$ cat config.mk
export PLATFORM = sky130hd
export DESIGN_NAME = switch_debouncer
export DESIGN_NICKNAME = d
export VERILOG_FILES = /design/src/rtl/switch_debouncer.sv
export SDC_FILE = /design/constraint.sdc
export NUM_CORES = 1
export LEC_CHECK = 0
export BUFFER_PORTS_ARGS = -buffer_cell sky130_fd_sc_hd__clkbuf_2
export CAP_MARGIN = 20
export CORE_ASPECT_RATIO = 1.75
export CORE_MARGIN = 2
export CORE_UTILIZATION = 55
export DETAILED_ROUTE_END_ITERATION = 16
export PLACE_DENSITY = 0.84
export SYNTH_ARGS = -nofsm -noshare
export SYNTH_HDL_FRONTEND = slang
export SYNTH_SLANG_ARGS = --single-unit
$ cat constraint.sdc
create_clock -name clock -period 4 [get_ports clock]
set_clock_uncertainty 0.05 [all_clocks]
set_input_delay 1 -clock clock [delete_from_list [all_inputs] [get_ports clock]]
set_output_delay 1 -clock clock [all_outputs]
set_load 0.01 [all_outputs]
$ cat src/rtl/switch_debouncer.sv
// Synchronises and whole-word debounces the raw board switches feeding the switch buffer.
// Optional build macro SWITCH_CHANGE_LATCH_EN adds a sticky change_pending flag cleared by clear_change.
module switch_debouncer #(
    parameter int WORD_W        = 8,
    parameter int SYNC_STAGES   = 2,
    parameter int STABLE_CYCLES = 16
) (
    input  logic              clock,
    input  logic              reset,
    input  logic [WORD_W-1:0] raw_switches,
`ifdef SWITCH_CHANGE_LATCH_EN
    input  logic              clear_change,
    output logic              change_pending,
`endif
    output logic [WORD_W-1:0] switches,
    output logic              changed
);

    localparam int CNT_W = $clog2(STABLE_CYCLES + 1);
    localparam logic [CNT_W-1:0] CNT_ONE = CNT_W'(1);
    localparam logic [CNT_W-1:0] CNT_MAX = CNT_W'(STABLE_CYCLES);

    typedef enum logic {
        STABLE = 1'b0,
        SETTLE = 1'b1
    } state_t;

    logic [SYNC_STAGES-1:0][WORD_W-1:0] sync_q;
    logic [WORD_W-1:0] sync_w;

    state_t            state, state_next;
    logic [WORD_W-1:0] candidate, candidate_next;
    logic [CNT_W-1:0]  count, count_next;
    logic [WORD_W-1:0] switches_next;
    logic              changed_next;

    // Plain flop chain; raw_switches is touched by nothing else before it.
    always_ff @(posedge clock) begin
        if (reset) begin
            sync_q <= '0;
        end else begin
            sync_q <= {sync_q[SYNC_STAGES-2:0], raw_switches};
        end
    end

    assign sync_w = sync_q[SYNC_STAGES-1];

    always_comb begin
        state_next     = state;
        candidate_next = candidate;
        count_next     = count;
        switches_next  = switches;
        changed_next   = 1'b0;
        case (state)
            STABLE: begin
                if (sync_w != switches) begin
                    candidate_next = sync_w;
                    count_next     = CNT_ONE;
                    state_next     = SETTLE;
                end
            end
            SETTLE: begin
                if (sync_w == switches) begin
                    count_next = '0;
                    state_next = STABLE;
                end else if (sync_w != candidate) begin
                    candidate_next = sync_w;
                    count_next     = CNT_ONE;
                end else if (count == CNT_MAX) begin
                    // Whole word moves in one edge, so the buffer never sees a mixed value.
                    switches_next = candidate;
                    changed_next  = 1'b1;
                    count_next    = '0;
                    state_next    = STABLE;
                end else begin
                    count_next = count + CNT_ONE;
                end
            end
            default: begin
                count_next = '0;
                state_next = STABLE;
            end
        endcase
    end

    always_ff @(posedge clock) begin
        if (reset) begin
            state     <= STABLE;
            candidate <= '0;
            count     <= '0;
            switches  <= '0;
            changed   <= 1'b0;
        end else begin
            state     <= state_next;
            candidate <= candidate_next;
            count     <= count_next;
            switches  <= switches_next;
            changed   <= changed_next;
        end
    end

`ifdef SWITCH_CHANGE_LATCH_EN
    // A commit landing on the same edge as a CPU clear must not be lost.
    always_ff @(posedge clock) begin
        if (reset) begin
            change_pending <= 1'b0;
        end else if (changed_next) begin
            change_pending <= 1'b1;
        end else if (clear_change) begin
            change_pending <= 1'b0;
        end
    end
`endif

endmodule

Word-level counts from Yosys, hierarchy flattened

Index checks and enable logic that the tools add are counted.

Flip-flop bits (word level): 39
Latch bits: 0
Bits in writable memories: 0
Memory bits (read-only): 0
Bits of input ports: 10
Output and inout port bits: 9
Logic and storage cells: 36
Memories: 0

Add/subtract/negate cells: 1
$mul: 0
Div/mod/pow operators: 0
Order comparisons: 0
Equality and inequality tests: 7
Shift-type cells: 0
Mux-type cells: 15
Bitwise operators: 3
Reductions and logical operators: 3

Operators with widths:

| operator                                               | number |
|---|---|
| 2-to-1 mux 8 bit                                       | 3 |
| 2-to-1 mux 5 bit                                       | 4 |
| inequality test 8 bit                                  | 2 |
| case mux 8 bit (2 select lines)                        | 1 |
| case mux 5 bit (2 select lines)                        | 1 |
| == test 8 bit                                          | 1 |
| adder 5 x 1 -> 5 bit (second input constant)           | 1 |
| == test 5 bit (second input constant)                  | 1 |
| 2-to-1 mux 1 bit                                       | 5 |
| inequality test 2 bit (second input constant)          | 2 |
| AND reduction 4 bit                                    | 1 |
| OR reduction 4 bit                                     | 1 |
| inverter 1 bit                                         | 3 |
| AND reduction 3 bit                                    | 1 |
| inequality test 2 x 1 -> 1 bit (second input constant) | 1 |
| case mux 1 bit (2 select lines)                        | 1 |

Longest topological paths before layout

Word-level depth: 5
Gate-level depth with buffers: 7
Gate-level depth less buffers: 6

Worst setup path before layout

Ideal clock, no wire load.

Kind: input to register
Start point: input reset
End point: register candidate[7]
Setup time: 132 ps
Arrival time: 1594 ps
Required time: 3818 ps
Setup slack: 2224 ps
Stages on the path: 3
Path buffers: 2
Cell sequence: clkbuf_1 > clkbuf_1 > a21oi_1

RTL lines:

| what                 | RTL line | RTL |
|---|---|---|
| start, declared      | 9        | `input logic reset,` |
| end signal, assigned | 95       | `candidate <= candidate_next;` |
| end, declared        | 32       | `logic [WORD_W-1:0] candidate, candidate_next;` |

No word-level cell between the ends.

Worst setup path after layout

Start point: register sync_q, in the netlist sync_w[6]
End point: register candidate[6]

Word-level cells in the longest chain between the ends: 3
Elaborated cells on any way between the ends: 11
Those cells by class: eq/ne (6); mux (4); reduce/logical (1)

Ends and longest elaborated chain:

| what                                                                             | RTL line | RTL |
|---|---|---|
| start, declared                                                                  | 28       | `logic [SYNC_STAGES-1:0][WORD_W-1:0] sync_q;` |
| start signal, assigned                                                           | 42       | `sync_q <= {sync_q[SYNC_STAGES-2:0], raw_switches};` |
| inequality test 8 bit, or another cell as far along                              | 56       | `if (sync_w != switches) begin` |
| inequality test 2 bit (no line), or another cell as far along                    | -        |  |
| AND reduction 3 bit (no line) or case mux 8 bit (2 select lines) (tied branches) | -        |  |

Several ways; a longest one is shown, not always the timed one. The select of a mux whose other input is x is not followed.
A chain may end at the register's enable or synchronous reset.

==> flow_summary.toml <==
[worst_setup_path]
arrival_ns = 2.28
crit_fanout = 23
critPathRequiredTime_ns = 4.16
cp-start-kind = "register"
crit_slowest_cell = "nor2_2"
endpoint_kind = "register"
slowest_delay_ns = 0.73
critical_path.cell_chain = "xnor2_1 -> nand4_1 -> nor2_2 -> o21ai_0 -> a21oi_1"
path_class = "register to register"

[logic_synthesis]
yosysTopAreaCell = "dfxtp_1"
synth_edf_count = 0
synth.area.top_cells = "dfxtp_1, xnor2_1, nor2b_1, a21oi_1, nand4_1"
synth_simple_gate_area_share = 0.240
synth_flop_cell = "dfxtp_1"
synthXorXnorAreaFrac = 0.0860
yosys_register_bits = 39
synth_area_um2 = 1630
syn_avg_cell_area_um2 = 9.20
synthMuxAreaShare = 0
synth.most_common_cell = "dfxtp_1"
async_flop_share = 0
synth_fa_ha_area_frac = 0.0154
synth_cell_types = 30
syn_inst = 177
synth_top_area_frac = 0.479
synthTopCellsByCount = "dfxtp_1, a21oi_1, nor2b_1, xnor2_1"
synth.net_count = 189
synth_top_family_by_area = "simple AND/OR/NAND/NOR gates"
synth_compound_area_frac = 0.143
ys_warn_count = 0
yosysSeqAreaShare = 0.479

[clock_network]
cts_tree = "done"
postCtsSetupBuffers = 0
clkSlewWorstSetupHoldPaths_ns = 0.07
clock-root-buffer = "clkbuf_8"
hold_buffers = 0
clkLatencyLatePin_ns = 0.30
ctsResizeCount = 0
clk_path_buf_depth = 2
clock_sinks = 39
h-tree-depth = 2
numCtsBuffers = 5

[global_route]
grt_max_degree = 40
track_usage = 0.236
grt_pass1_wl_um = 5970
antenna_found_initial = 0
grt_pass1_vias = 1316
gr-total-overflow = 0

[layout]
layout.nets = 204
fin_area_um2 = 1800
syn_to_final_growth_pct = 10.7
antenna_cells = 0
drive_gt1_frac = 0.161
fin_util = 0.630

[drt]
remaining_drc_errors = 0
dr.pass1.iters = 4
avgViaCountPerCell = 6.24
ant_nets = 0
drtIter0Drc = 55
vias = 1378
wire_per_inst_um = 16.5
routed_wl_um = 3640

[floorplan]
dieWidth_um = 45.1
dieArea_um2 = 3430
die_h_um = 76.0
core_area_um2 = 2860
io_pins = 19
start_util = 0.569
rows = 26

[timing]
min_period_ns = 2.12
finalMaxSlewViolations = 0
fin_crit_sh = 0.530
hold_viol = 0
max_freq_mhz = 472
finalSetupViolations = 0
rsz0062_at_grt = "false"
worst_pin_slew_ns = 0.967
relSlewSlack = 0.350
fin_setup_tns_ns = 0
whs_ns = 0.386

[place]
io_buffer_count = 18
dp_hpwl_um = 2480
place.gp.congestion = 0.778
placed_area_um2 = 1710

[run]
cap_violations = 0

[power]
p_leak_nw = 0.625
powerDensity_nw_per_um2 = 415
ir_worst_vdd_mv = 0.309

[min_path]
hp-class = "register to register"

[run_status]
outcome = "finished, final reports clean"
report_power, final:
group | total (mW) | internal (mW) | switching, mW
Clock | 0.259 | 0.122 | 0.138
Combinational | 0.0771 | 0.0266 | 0.0505
Sequential | 0.412 | 0.401 | 0.0104
metrics by stage:
step	instances	total power [mW]	setup WS, ns
2_1_floorplan	177	0.477	2.22
3_3_place_gp	212	0.489	1.84
3_5_place_dp	212	0.495	1.59
4_1_cts	220	0.749	1.57
5_1_grt	221	0.777	1.72
6_report	221	0.748	1.88
path summary, 6_finish.rpt:
path             start  slack [ns]           end  depth (start not counted)
max          sync_w[6]        1.88  candidate[6]                          5
min          sync_q[7]        0.39     sync_w[7]                          1
max reg2reg  sync_w[6]        1.88  candidate[6]                          5
min reg2reg  sync_q[7]        0.39     sync_w[7]                          1
routing by layer:
| metal | up-vias | GRT usage | wire, um |
|---|---|---|---|
| li1 | 662 | - | - |
| met1 | 649 | 0.248 | 1320 |
| met2 | 52 | 0.386 | 1950 |
| met3 | 15 | 0.0664 | 207 |
| met4 | 0 | 0.156 | 159 |
| met5 | - | 0 | 0 |
final cells by class:
type	instances	area, um^2
inverter	2	7.51
clock buffer	6	72.6
tap	28	35.0
sequential	39	781
clock inverter	2	12.5
fill	244	1060
timing repair buffer	20	103
multi-input combinational	124	792
flip-flops by register name (all words and copies together) (netlist names):
register / count
sync_q: 8
switches: 8
state: 1
candidate: 8
count: 5
changed: 1
sync_w: 8
critical path: cells and delay by family (launching register included):
kind | cells | cell delay (ns)
AO/OA/AOI/OAI | 2 | 0.43
XOR/XNOR | 1 | 0.22
AND/OR/NAND/NOR | 2 | 0.98
flip-flops | 1 | 0.36
kinds of logic after synthesis:
kind of cell	after synthesis
AOI/OAI and AO/OA	40
xor gates and xnor gates	16
adders and majority gates	2
buffers and inverters	14
DFF	39
and+or+nand+nor	66
layout by cell type, fill, tap and decap left out, types with 2 or more instances in the layout:
cell,n
a21oi_1,18
a31oi_1,2
clkbuf_2,18
clkbuf_8,5
dfxtp_1,39
ha_1,2
inv_1,2
nand2_1,7
nand3_1,12
nand4_1,12
nor2_1,2
nor2b_1,16
nor3_1,4
o21ai_0,9
o31ai_1,8
or4_1,3
xnor2_1,16
No activity file was read; power rests on OpenSTA's default activity.
